`src/rtl/pakrv_loader_pkg.sv`:
```
// pakrv_loader_pkg: shared state encoding and word geometry for the instruction-memory loader.
package pakrv_loader_pkg;
    typedef enum logic [2:0] {ST_IDLE, ST_LOAD, ST_WRITE, ST_DONE, ST_ERROR} loader_state_e;
    localparam int BYTES_PER_WORD = 4;
endpackage

```
`src/rtl/loader_word_assembler.sv`:
```
// loader_word_assembler: packs handshaked bytes little-endian into a 32-bit word.
module loader_word_assembler
    import pakrv_loader_pkg::*;
(
    input  logic        clk,
    input  logic        arst,
    input  logic        clr_i,
    input  logic        hs_i,
    input  logic [7:0]  data_i,
    output logic [31:0] word_o,
    output logic        word_done_o
);
    logic [1:0]  byte_cnt_q, byte_cnt_d;
    logic [31:0] word_q, word_d;
    always_comb begin
        byte_cnt_d = clr_i ? 2'd0 : hs_i ? byte_cnt_q + 2'd1 : byte_cnt_q;
        word_d = word_q;
        if (hs_i) word_d[{byte_cnt_q, 3'b000} +: 8] = data_i;
    end
    always_ff @(posedge clk or posedge arst) begin
        if (arst) begin
            byte_cnt_q <= '0;
            word_q <= '0;
        end else begin
            byte_cnt_q <= byte_cnt_d;
            word_q <= word_d;
        end
    end
    assign word_o = word_q;
    assign word_done_o = hs_i && byte_cnt_q == 2'(BYTES_PER_WORD - 1);
endmodule

```
`src/rtl/imem_loader.sv`:
```
// imem_loader: boot loader that streams bytes into instruction memory and holds the core
// in reset until the requested word count is written; stalled loads time out.
module imem_loader
    import pakrv_loader_pkg::*;
#(
    parameter int ADDR_WIDTH     = 8,
    parameter int DATA_WIDTH     = 32,
    parameter int TIMEOUT_CYCLES = 1024
) (
    input  logic                  clk,
    input  logic                  arst,
    input  logic                  start,
    input  logic [ADDR_WIDTH:0]   num_words,
    input  logic                  s_valid,
    input  logic [7:0]            s_data,
    output logic                  s_ready,
    output logic                  mem_we,
    output logic [ADDR_WIDTH-1:0] mem_addr,
    output logic [DATA_WIDTH-1:0] mem_wdata,
    output logic                  core_rst,
    output logic                  busy,
    output logic                  done,
    output logic                  error
);
    if (DATA_WIDTH != 32) begin : g_bad_width
        $error("imem_loader: DATA_WIDTH must be 32");
    end
    localparam int IW = $clog2(TIMEOUT_CYCLES + 1);
    localparam logic [ADDR_WIDTH:0] CAPACITY = {1'b1, {ADDR_WIDTH{1'b0}}};
    loader_state_e         state_q, state_d;
    logic [ADDR_WIDTH-1:0] addr_q, addr_d;
    logic [ADDR_WIDTH:0]   nwords_q, nwords_d;
    logic [IW-1:0]         idle_q, idle_d;
    logic                  hs, clr, word_done;
    logic [31:0]           word;
    assign hs = s_ready && s_valid;
    loader_word_assembler u_asm (
        .clk         (clk),
        .arst        (arst),
        .clr_i       (clr),
        .hs_i        (hs),
        .data_i      (s_data),
        .word_o      (word),
        .word_done_o (word_done)
    );
    always_comb begin
        state_d = state_q;
        addr_d = addr_q;
        nwords_d = nwords_q;
        idle_d = idle_q;
        clr = 1'b0;
        case (state_q)
            ST_IDLE, ST_DONE, ST_ERROR: if (start) begin
                nwords_d = num_words;
                addr_d = '0;
                idle_d = '0;
                clr = 1'b1;
                state_d = num_words == '0 ? ST_DONE : num_words > CAPACITY ? ST_ERROR : ST_LOAD;
            end
            ST_LOAD: if (hs) begin
                idle_d = '0;
                if (word_done) state_d = ST_WRITE;
            end else if (idle_q == IW'(TIMEOUT_CYCLES - 1)) begin
                state_d = ST_ERROR;
            end else begin
                idle_d = idle_q + IW'(1);
            end
            ST_WRITE: begin
                idle_d = '0;
                // Last word stops the address so a full-capacity load never wraps.
                if ({1'b0, addr_q} == nwords_q - (ADDR_WIDTH + 1)'(1)) state_d = ST_DONE;
                else begin
                    addr_d = addr_q + ADDR_WIDTH'(1);
                    state_d = ST_LOAD;
                end
            end
            default: state_d = ST_IDLE;
        endcase
    end
    always_ff @(posedge clk or posedge arst) begin
        if (arst) begin
            state_q <= ST_IDLE;
            addr_q <= '0;
            nwords_q <= '0;
            idle_q <= '0;
        end else begin
            state_q <= state_d;
            addr_q <= addr_d;
            nwords_q <= nwords_d;
            idle_q <= idle_d;
        end
    end
    assign s_ready = state_q == ST_LOAD;
    assign mem_we = state_q == ST_WRITE;
    assign mem_addr = addr_q;
    assign mem_wdata = word;
    assign core_rst = state_q != ST_DONE;
    assign busy = state_q == ST_LOAD || state_q == ST_WRITE;
    assign done = state_q == ST_DONE;
    assign error = state_q == ST_ERROR;
endmodule
```
`config.mk`:
```
export PLATFORM = sky130hd
export DESIGN_NAME = imem_loader
export DESIGN_NICKNAME = d
export VERILOG_FILES = /design/src/rtl/pakrv_loader_pkg.sv /design/src/rtl/loader_word_assembler.sv /design/src/rtl/imem_loader.sv
export SDC_FILE = /design/constraint.sdc
export NUM_CORES = 1
export LEC_CHECK = 0
export ABC_AREA = 1
export BUFFER_PORTS_ARGS = -buffer_cell sky130_fd_sc_hd__buf_2
export CORE_ASPECT_RATIO = 2
export CORE_MARGIN = 2
export CORE_UTILIZATION = 45
export CTS_CLUSTER_DIAMETER = 200
export DETAILED_ROUTE_END_ITERATION = 10
export PLACE_DENSITY_LB_ADDON = 0.1
export SYNTH_ARGS = -nofsm -noshare
export SYNTH_HDL_FRONTEND = slang
export SYNTH_SLANG_ARGS = --single-unit
```
`constraint.sdc`:
```
create_clock -name clk -period 2.3 [get_ports clk]
set_input_delay 0.46 -clock clk [delete_from_list [all_inputs] [get_ports clk]]
set_output_delay 0.46 -clock clk [all_outputs]
set_load 0.05 [all_outputs]
```
-- After elaboration in Yosys (flattened, before gate mapping)
Cells that the tools add are included.
- equality and inequality tests: 13
- shift-type cells: 2
- reduce and logical (&&, ||, !) cells: 13
- $lt $le $gt $ge: 1
- $add $sub $neg: 5
- mux-type cells: 20
- operators by type and width (operator ; number):
    2-to-1 mux 11 bit ; 3
    one-hot mux 11 bit (3 select lines) ; 1
    bitwise mux 32 bit ; 1
    variable shift 8 x 7 -> 32 bit, first input constant ; 1
    indexed part select 8 x 7 -> 32 bit ; 1
    2-to-1 mux 3 bit ; 6
    2-to-1 mux 8 bit ; 2
    one-hot mux 8 bit (2 select lines) ; 1
    adder 11 x 1 -> 11 bit, second input constant ; 1
    equality test 11 x 10 -> 1 bit, second input constant ; 1
    equality test 8 x 9 -> 1 bit ; 1
    > comparator 9 bit, second input constant ; 1
    logical NOT 9 bit ; 1
    one-hot mux 3 bit (3 select lines) ; 1
    AND reduction 3 bit ; 3
    subtractor 9 x 1 -> 9 bit, second input constant ; 1
    adder 8 x 1 -> 8 bit, second input constant ; 1
    negation 5 -> 7 bit ; 1
    equality test 3 x 2 -> 1 bit, second input constant ; 2
    2-to-1 mux 2 bit ; 3
    inequality test 3 x 2 -> 1 bit, second input constant ; 2
    inequality test 2 bit, second input constant ; 2
    nonzero test 2 bit ; 2
    equality test 3 x 1 -> 1 bit, second input constant ; 1
    12 further kinds ; 14
- word-level logic and storage cells: 60
- bits of input ports: 21
- bits in registers: 65

-- Longest topological paths before layout
Gate-level depths: netlist of run 1.
- depth after elaboration: 6
- mapped depth: 13

-- Hierarchy
A second synthesis of run 1 with hierarchy kept.
- cell total of the unflattened synthesis: 512
- area, all modules: 3708.6 µm²
- by module, submodules not included (module ; area each (µm²) ; cells an instance ; seq. area each (µm²) ; times used):
    imem_loader ; 2115.8 ; 310 ; 775.7 ; 1
    loader_word_assembler ; 1592.8 ; 202 ; 850.8 ; 1

-- Least setup slack after synthesis of run 1
OpenSTA, ideal clock, no wires.
- kind: register to register
- start: register u_asm.byte_cnt_q[0]
- end: register u_asm.word_q[16] (netlist: u_asm.word_o[16])
- clock period less this slack: 2.033 ns
- path buffers: 2
- setup time: 0.067 ns
- data arrival time: 1.966 ns
- stages on the path, launching flop included: 9
- slack: 0.267 ns
- path through: dfrtp_1 clkbuf_1 inv_1 ha_1 buf_2 inv_1 nor3_1 nand3_1 nand2_1
- longest elaborated chain between the ends: 3
- elaborated cells on any way between the ends: 4
- those cells by class: add/sub (1); shift (2); mux (1)
- ends and longest elaborated chain (item ; line ; text):
    from (decl) ; loader_word_assembler.sv:13 ; logic [1:0] byte_cnt_q, byte_cnt_d;
    from (signal assigned) ; loader_word_assembler.sv:25 ; byte_cnt_q <= byte_cnt_d;
    negation 5 -> 7 bit * ; loader_word_assembler.sv:18 ; if (hs_i) word_d[{byte_cnt_q, 3'b000} +: 8] = data_i;
    indexed part select 8 x 7 -> 32 bit or variable shift 8 x 7 -> 32 bit (tied branches) ; loader_word_assembler.sv:18 ;
    bitwise mux 32 bit * ; loader_word_assembler.sv:18 ;
    to (signal assigned) ; loader_word_assembler.sv:26 ; word_q <= word_d;
    to (decl) ; loader_word_assembler.sv:14 ; logic [31:0] word_q, word_d;
Every way passes the cells marked *; elsewhere a longest branch is shown, timed or not.
A chain may end at the register's enable or synchronous reset.

-- Worst setup path in the final report of run 1
- start: register state_q[0]
- end: output s_ready
- longest elaborated chain between the ends: 1
- ends and longest elaborated chain (item ; line ; text):
    from (decl) ; imem_loader.sv:30 ; loader_state_e state_q, state_d;
    from (signal assigned) ; imem_loader.sv:87 ; state_q <= state_d;
    equality test 3 x 1 -> 1 bit ; imem_loader.sv:93 ; assign s_ready = state_q == ST_LOAD;
    to (decl) ; imem_loader.sv:16 ; output logic s_ready,
No other way between the ends.

==> key figures, run 1 <==
Status
  • Status: complete, no violations

Pwr
  • Sw Pwr: 2360 uW
  • Cell Int Power: 2970 uW
  • Sw frac: 44.3%
  • Clock Power Share: 29.5%
  • Pwr Total: 5330 uW
  • Gate power share: a little over two fifths
  • Pwr Density: 1170 nW/um^2
  • Sequential power share: roughly 29%
  • Max VDD drop: roughly 0.00087 V
  • Leakage: 0.00246 uW

STA
  • Fin. Hold Viols: 0
  • Final slew viol count: 0
  • Fmax: ~490 MHz
  • Max_slew headroom: around two thirds
  • Fin Hold WS: around 56 ps
  • Clock Skew: slightly below 4 ps
  • Unrepaired setup endpoints after global routing: no
  • Min Tclk post-route: 2030 ps
  • Final setup viols: 0
  • Setup total negative slack: 0 ps
  • Least-Margin Pin Slew: around 520 ps
  • Fin crit share: 88.5%

Global routing
  • First-pass GRT wire length: 16200 um
  • Largest net degree at the start of global routing: 56
  • Total track usage: a little under a quarter
  • Initial antenna violation count: 0
  • Vias in the first global route: 3342
  • Gr ovfl total: 0

Yosys
  • Synth top area share: 43.2%
  • Synth unique cells: 34
  • Synth top area cells: dfrtp_1 43%, nand2_1 13%, nand3_1 7.3%
  • Synth Warn #: 0
  • Number of synthesized register bits: 65
  • Most common cell in the netlist: nand2_1
  • Most used DFF post-synth: dfrtp_1
  • Async set-reset flop share out of synthesis: 100%
  • Cell taking the most area after synthesis: dfrtp_1
  • Most instantiated cells after synthesis: 134 x nand2_1, 65 x dfrtp_1, 55 x nand3_1
  • Post-synthesis sequential area ratio: 43.2%
  • Syn_nets: 508
  • Post-Syn Instances: 479
  • Post-synth EDFFs: 0
  • Post-Syn Area: 3770 um^2
  • Syn Area/Cell: slightly below 8 um^2

CTS
  • Postcts setup bufs: 0
  • CTS tree: yes
  • Worst skew pair latency: 330 ps
  • H-tree depth: 3
  • CTS root buf: clkbuf_16
  • Reg clk slew, reported paths: 60 ps
  • Post_cts resized: 0
  • Number of CTS-inserted buffers: 9
  • Hold-fix buffers, CTS: 0
  • CTS sink cnt: 65
  • Clk buf depth: 2

Routing
  • DRC: 0
  • Via-to-Cell Ratio: 5.23
  • Routed Antenna Nets: 0
  • Drt first pass iters: 5
  • Routed WL per cell: approximately 15 um
  • DRT iter0 DRCs: 202
  • Final wirelength: 9810 um
  • Via count: roughly 3400

Floorplan
  • Die area: 9170 um^2
  • Die span in x: between 60 and 70 um
  • Core area: 8230 um^2
  • Initial Util: 45.8%
  • # IOs: 67
  • Die height: 133 um
  • Rows: 47

Critical path
  • Reg2reg setup slack: 340 ps
  • R2R cell count: 7
  • Highest net fanout along the worst path: 6
  • Critical path class: register to output pin
  • Crit start category: register
  • CP required: about 1800 ps
  • Setup crit end kind: output pin
  • CP arrival: 1570 ps

Min path
  • Hold crit path type: input port to async pin

Finish
  • Share of layout cells above drive strength 1: a little under a quarter
  • N_diodes: 0
  • Synthesis-to-layout area growth: 20.6%
  • Fill cells: roughly 800
  • Finished Core Util: 55.2%
  • Final nets: 579

Place
  • Placer Congestion: a little under 0.9
  • Post-DP HPWL: 7470 um
  • Buffers on Ports: 66

Job
  • Max Cap Viol: 0
-- stage by stage --
stage          std cells  worst slack (ps)  area [um^2]
2_1_floorplan        479               214         3770
3_3_place_gp         637               442         4200
3_5_place_dp         637               328         4200
4_1_cts              653               257         4540
5_1_grt              653               123         4540
6_report             653               265         4540
-- cell families (layout without fill, tap and decap cells) --
kind of cell	count (synthesis)	count (layout)	share of synthesized area, %
AOI/OAI and AO/OA	70	70	12.0
xor gates and xnor gates	8	8	1.86
adders and majority gates	8	8	2.66
buffers and inverters	67	143	7.47
DFF	65	65	43.2
and+or+nand+nor	261	261	32.8
-- cells in the final DEF (no fill, tap or decap), drive strengths merged, types with 7 or more instances in the layout --
cell type	n
nand4	7
nor3	7
buf	70
inv	57
clkbuf	9
dfrtp	65
ha	8
nand3	55
nor2	41
nand2	143
o21ai	56
-- power by group through the flow --
stage	logic, uW	clock network [uW]	registers, uW
finish	2230	1570	1530
global route	2510	1640	1560
CTS	2250	1600	1530
detailed placement	2240	0	1540
global placement	2220	0	1540
floorplan	1520	0	1730
-- flip-flops by register name (all words and copies together) (netlist names) --
register	count
u_asm.word_o	32
idle_q	11
u_asm.byte_cnt_q	2
state_q	3
mem_addr	8
nwords_q	9
-- critical path, cell delays in order (launching register included) --
cell	delay, ps
dfrtp_1	410
inv_2	80
nor2_2	120
nand2_4	120
inv_1	200
buf_2	310
-- routing by layer --
metal / global-route usage (%) / vias to the layer above / wire [um]
met2: 41.2 / 95 / 5320
li1: - / 1701 / -
met1: 26.2 / 1597 / 3690
met4: 11.0 / 0 / 447
met3: 4.48 / 23 / 357
met5: 0 / - / 0
-- path summary, 6_finish.rpt --
path | start | end
max | state_q[0] | s_ready
min | arst | u_asm.word_o[16]
max reg2reg | u_asm.byte_cnt_q[0] | u_asm.word_o[17]
min reg2reg | u_asm.word_o[12] | u_asm.word_o[12]
max in group asynchronous | arst | idle_q[6]
min in group clk | num_words[5] | nwords_q[5]
-- area by class of cell --
type | instances | area, um^2 | share of cell area [%]
Tap cell | 98 | 123 | 2.70
Timing Repair Buffer | 70 | 373 | 8.21
Clock buffer | 9 | 225 | 4.96
Sequential cell | 65 | 1630 | 35.8
Inverter | 57 | 216 | 4.76
Clock inverter | 7 | 119 | 2.62
Multi-Input combinational cell | 347 | 1860 | 41.0
Note: power is estimated with default switching activity, not from simulation.
==> run 2, diff against run 1 <==
Settings changed: PLACE_DENSITY set to 0.68, PLACE_DENSITY_LB_ADDON 0.1 to unset, SETUP_SLACK_MARGIN set to 0.5.
==> key figures, run 2 (synthesized netlist as in run 1, its figures left out) <==
Status
  • Status: complete, no violations

STA
  • Setup total negative slack: 0 ps (unchanged)
  • Final slew viol count: 0 (unchanged)
  • Max_slew headroom: 59.7% (-5.7 points)
  • Fmax: 559 MHz (+14%)
  • Fin Hold WS: 193 ps (+138 ps)
  • Fin. Hold Viols: 0 (unchanged)
  • Final setup viols: 0 (unchanged)
  • Clock Skew: 5.72 ps (+1.75 ps)
  • Unrepaired setup endpoints after global routing: yes
  • Least-Margin Pin Slew: 602 ps (+85.5 ps)
  • Min Tclk post-route: 1790 ps (-246 ps)
  • Fin crit share: 77.8% (-11 points)

CTS
  • H-tree depth: 3 (unchanged)
  • CTS tree: yes
  • Reg clk slew, reported paths: 60 ps (about the same)
  • Number of CTS-inserted buffers: 9 (unchanged)
  • CTS sink cnt: 65 (unchanged)
  • Clk buf depth: 2 (unchanged)
  • Worst skew pair latency: 330 ps (about the same)
  • CTS root buf: clkbuf_16

Pwr
  • Max VDD drop: 0.000822 V (-6.0%)
  • Pwr Density: 1180 nW/um^2 (+0.56%)
  • Leakage: 0.00250 uW (+1.6%)

Critical path
  • Delay of the slowest critical-path stage: 400 ps (about the same)
  • Highest net fanout along the worst path: 3 (-3)
  • CP cell instances: inv_2 -> nand2_2 -> nor2_4 -> inv_4 -> buf_2
  • CP required: 1840 ps (about the same)
  • CP bufs+invs: 3 (unchanged)
  • Launch point of the worst reg-to-reg path: state_q[0]
  • Critical path class: register to output pin
  • CP arrival: 1330 ps (-240 ps)
  • Setup crit end kind: output pin
  • Worst r2r dst: u_asm.word_o[21]
  • Crit start category: register
  • Reg2reg setup slack: 590 ps (+250 ps)
  • Slowest CP cell: dfrtp_1
  • CP delay by family, top: flip-flops
  • R2R cell count: 9 (+2)

Place
  • Post-DP HPWL: 7420 um (-0.60%)
  • Buffers on Ports: 66 (unchanged)
  • Placer Congestion: 0.846 (-2.7%)

Finish
  • Area occupied by multi-input gates: 1930 um^2 (+4.0%)
  • Max reg flops: 32 (unchanged)
  • Most frequent cells in the layout: 132 x nand2_1, 61 x dfrtp_1, 61 x buf_2
  • Sequential Area: 1630 um^2 (+0.31%)
  • Share of layout cells above drive strength 1: 28.3% (+4.5 points)
  • Finished Core Util: 57.2% (+2.1 points)
  • Synthesis-to-layout area growth: 25.1%
  • N_diodes: 0 (unchanged)
  • Fill cells: 730 (-9.7%)
  • Final nets: 589 (+1.7%)
  • Most common cell after layout, fill and taps aside: nand2_1

Routing
  • DRT iter0 DRCs: 170 (-16%)
  • Final wirelength: 10300 um (+4.5%)
  • Drt first pass iters: 4 (-1)
  • Routed WL per cell: 15.5 um (+2.9%)
  • Via count: 3529 (+3.3%)
  • DRC: 0 (unchanged)
  • Via-to-Cell Ratio: 5.32 (+1.7%)
  • Routed Antenna Nets: 0 (unchanged)

Min path
  • Hold crit path type: input port to async pin

Global routing
  • First-pass GRT wire length: 16000 um (-0.94%)
  • Largest net degree at the start of global routing: 41 (-27%)
  • Gr ovfl total: 0 (unchanged)
  • Initial antenna violation count: 0 (unchanged)
  • Vias in the first global route: 3405 (+1.9%)
  • Total track usage: 23.2% (-0.38 points)

Floorplan
  • Die height: 133 um (unchanged)
  • Core area: 8230 um^2 (unchanged)
  • Die span in x: 68.7 um (unchanged)
  • Initial Util: 45.8% (unchanged)
  • Rows: 47 (unchanged)
  • Die area: 9170 um^2 (unchanged)
  • # IOs: 67 (unchanged)

Job
  • Max Cap Viol: 0 (unchanged)
## run 2: cell types whose count changed in the layout (fill, tap and decap cells not counted), moves of 3 or more
| cell | previous run | this run |
|---|---|---|
| dfrtp_1 | 65 | 61 |
| o21ai_0 | 40 | 37 |
| o21ai_1 | 9 | 12 |
| buf_4 | 3 | 12 |
| inv_1 | 49 | 45 |
| buf_6 | 0 | 3 |
| nor2_1 | 29 | 25 |
| dfrtp_2 | 0 | 4 |
| nor2_2 | 3 | 6 |
| buf_2 | 66 | 61 |
## run 2: how the worst max path moves through the flow
stage	startpoint	end	slack (ps)	depth (start not counted)
floorplan	state_q[2]	idle_q[9]	520	11
global placement	state_q[2]	mem_addr[7]	520	10
detailed placement	state_q[2]	mem_addr[2]	520	10
CTS	state_q[0]	s_ready	480	5
global route	state_q[0]	s_ready	460	5
finish	state_q[2]	core_rst	510	5
## run 2: layer usage
layer,global-route usage [%],vias to the layer above,part of all wire (%)
li1,-,1723,-
met5,0,-,0
met4,7.19,0,1.6
met2,43.1,86,57
met3,4.05,14,3.4
met1,25.2,1706,38
## run 2: worst register-to-register path, delay by kind of cell, from the launching register on
kind,cells,cell delay [ps]
AOI/OAI and AO/OA,1,170
buffers and inverters,4,540
and+or+nand+nor,4,460
DFF,1,410
## run 2: report_power, final
part / switching [uW] / internal [uW] / leakage, uW / total (uW)
clock: 516 / 898 / 0.000149 / 1410
sequential: 191 / 1340 / 0.000874 / 1540
combinational: 1840 / 775 / 0.00148 / 2610
total: 2540 / 3020 / 0.00250 / 5560
## run 2: repair_timing
action                     4_1_cts  5_1_grt
gates cloned                     0        1
pin swaps                        2        4
gates resized for setup         13       22
setup endpoints to repair        7       45
buffers inserted                 6        3
hold buffers                     0        0
## run 2: final cells by class
cell class / count / share of cell area [%]
Tap cell: 98 / 2.60
Clock buffer: 12 / 5.44
Clock inverter: 4 / 1.09
Sequential cell: 65 / 34.6
Timing Repair Buffer: 79 / 10.3
Inverter: 57 / 4.94
Multi-Input combinational cell: 348 / 41.0
## run 2: through the flow
step / instances / instance area [um^2] / setup slack (ps) / total power [uW]
detailed placement: 637 / 4230 / 525 / 3790
CTS: 659 / 4620 / 480 / 5380
global route: 663 / 4710 / 462 / 5880
global placement: 637 / 4230 / 519 / 3750
floorplan: 479 / 3800 / 520 / 3300
finish: 663 / 4710 / 511 / 5560
==> run 3, diff against run 2 <==
Clock period 2.3 ns to 1.8 ns, I/O delays scaled along.
==> key figures, run 3 (synthesized netlist as in run 1, its figures left out) <==
STA
  • Final slew viol count: 0 (unchanged)
  • Min Tclk post-route: ~1700 ps
  • Fin Hold WS: 102 ps (-91.8 ps)
  • Least-Margin Pin Slew: 558 ps (-44.4 ps)
  • Fin crit share: 95.7%
  • Clock Skew: 7.19 ps (+1.48 ps)
  • Setup total negative slack: 0 ps (unchanged)
  • Final setup viols: 0 (unchanged)
  • Unrepaired setup endpoints after global routing: yes
  • Max_slew headroom: 62.8% (+3.0 points)
  • Fmax: 580 MHz
  • Fin. Hold Viols: 0 (unchanged)
  • Final worst setup slack: 77.0 ps (-434 ps)

Critical path
  • Setup crit end kind: register
  • Highest net fanout along the worst path: 8 (+5)
  • Critical path class: register to register
  • CP arrival: 1990 ps (+660 ps)
  • R2R cell count: 12 (+3)
  • Crit start category: register
  • CP required: 2070 ps (+230 ps)

Floorplan
  • Die span in x: 68.7 um (unchanged)
  • Die area: 9170 um^2 (unchanged)
  • Core area: 8230 um^2 (unchanged)
  • Rows: 47 (unchanged)
  • # IOs: 67 (unchanged)
  • Die height: 133 um (unchanged)
  • Initial Util: 45.8% (unchanged)

Routing
  • Final wirelength: 11500 um (+12%)
  • Via-to-Cell Ratio: 5.42 (+1.8%)
  • DRC: 0 (unchanged)
  • Routed WL per cell: 16.5 um (+6.5%)
  • Routed Antenna Nets: 0 (unchanged)
  • Drt first pass iters: 5 (+1)
  • DRT iter0 DRCs: 250 (+47%)
  • Via count: 3783 (+7.2%)

Finish
  • Most frequent cells in the layout: 107 x nand2_1, 59 x buf_4, 54 x dfrtp_1
  • Finished Core Util: 66.8% (+9.5 points)
  • N_diodes: 0 (unchanged)
  • Max reg flops: 32 (unchanged)
  • Most common cell after layout, fill and taps aside: nand2_1
  • Share of layout cells above drive strength 1: 42.2% (+14 points)
  • Final nets: 624 (+5.9%)
  • Synthesis-to-layout area growth: 45.9%

Status
  • Status: complete, no violations

CTS
  • CTS root buf: clkbuf_16
  • CTS sink cnt: 65 (unchanged)
  • CTS tree: yes
  • Number of CTS-inserted buffers: 9 (unchanged)
  • Reg clk slew, reported paths: 60 ps (about the same)
  • H-tree depth: 3 (unchanged)
  • Clk buf depth: 2 (unchanged)
  • Worst skew pair latency: 330 ps (about the same)

Global routing
  • Vias in the first global route: 3743 (+9.9%)
  • Total track usage: 26.2% (+3.0 points)
  • First-pass GRT wire length: 17900 um (+12%)
  • Largest net degree at the start of global routing: 44 (+7.3%)
  • Gr ovfl total: 0 (unchanged)
  • Initial antenna violation count: 0 (unchanged)

Min path
  • Hold crit path type: input port to async pin

Pwr
  • Leakage: 0.00279 uW (+12%)
  • Pwr Density: 1500 nW/um^2 (+27%)
  • Max VDD drop: 0.00122 V (+48%)

Place
  • Placer Congestion: 0.857 (+1.3%)
  • Post-place setup slack: 118 ps (-407 ps)
  • Post-DP HPWL: 7810 um (+5.2%)
  • Buffers on Ports: 66 (unchanged)

Job
  • Max Cap Viol: 0 (unchanged)
-- run 3: cell types whose count changed in the layout (fill, tap and decap cells not counted), sizes merged --
cell,delta
buf,+32
clkbuf,+1
bufinv,+1
clkinv,+1
inv,-1
clkinvlp,+1
-- run 3: cell type report --
| class | instances | area [um^2] |
|---|---|---|
| repair inverters | 1 | 7.51 |
| fillers | 668 | 2730 |
| multi-input cells | 348 | 2170 |
| well taps | 98 | 123 |
| clock inverters | 5 | 78.8 |
| clock buffers | 11 | 243 |
| flip-flops and latches | 65 | 1640 |
| inverters | 57 | 249 |
| repair buffers | 113 | 986 |
-- run 3: power by group --
group / total, uW / switching (uW) / internal [uW]
Combinational: 4390 / 2790 / 1600
Clock: 1880 / 629 / 1250
Sequential: 1970 / 249 / 1720
Total: 8230 / 3660 / 4570
-- run 3: worst paths after layout --
kind | to | start | slack (ps)
hold / removal | u_asm.word_o[15] | arst | 100
max in group asynchronous | u_asm.byte_cnt_q[0] | arst | 1180
setup reg to reg | mem_addr[1] | state_q[2] | 80
setup / recovery | mem_addr[1] | state_q[2] | 80
min in group clk | nwords_q[0] | num_words[0] | 260
hold reg to reg | u_asm.word_o[27] | u_asm.word_o[27] | 510
-- run 3: worst max-delay path, stage by stage (launching register included) --
cell,delay [ps]
dfrtp_1,400
inv_2,110
nand2_4,70
nor2_4,150
buf_6,130
nand3_2,60
nor2_1,80
nand2_1,90
nor2_4,170
nand2_4,110
nand2_8,120
nand2_2,80
nand2_2,80
-- run 3: through the flow --
stage / std cells / cell area [um^2] / power, uW
finish: 698 / 5500 / 8230
global route: 698 / 5500 / 8720
global placement: 652 / 4410 / 5150
detailed placement: 652 / 4410 / 5210
floorplan: 479 / 3910 / 4530
CTS: 686 / 5150 / 7680
-- run 3: what timing repair did --
action                                  CTS  global route
buffers inserted                         17             8
pin swaps                                 7            15
resized for setup                        97            79
hold buffers                              0             0
cloned                                    1             4
endpoints found under the setup margin  109            87
-- run 3: routing by layer --
layer / GRT usage (%) / wire [um] / share of wire, % / up-vias
met5: 0 / 0 / 0 / -
met2: 45.8 / 6510 / 57 / 117
met1: 27.1 / 4010 / 35 / 1831
met3: 6.93 / 493 / 4.3 / 34
li1: - / - / - / 1801
met4: 13.6 / 496 / 4.3 / 0
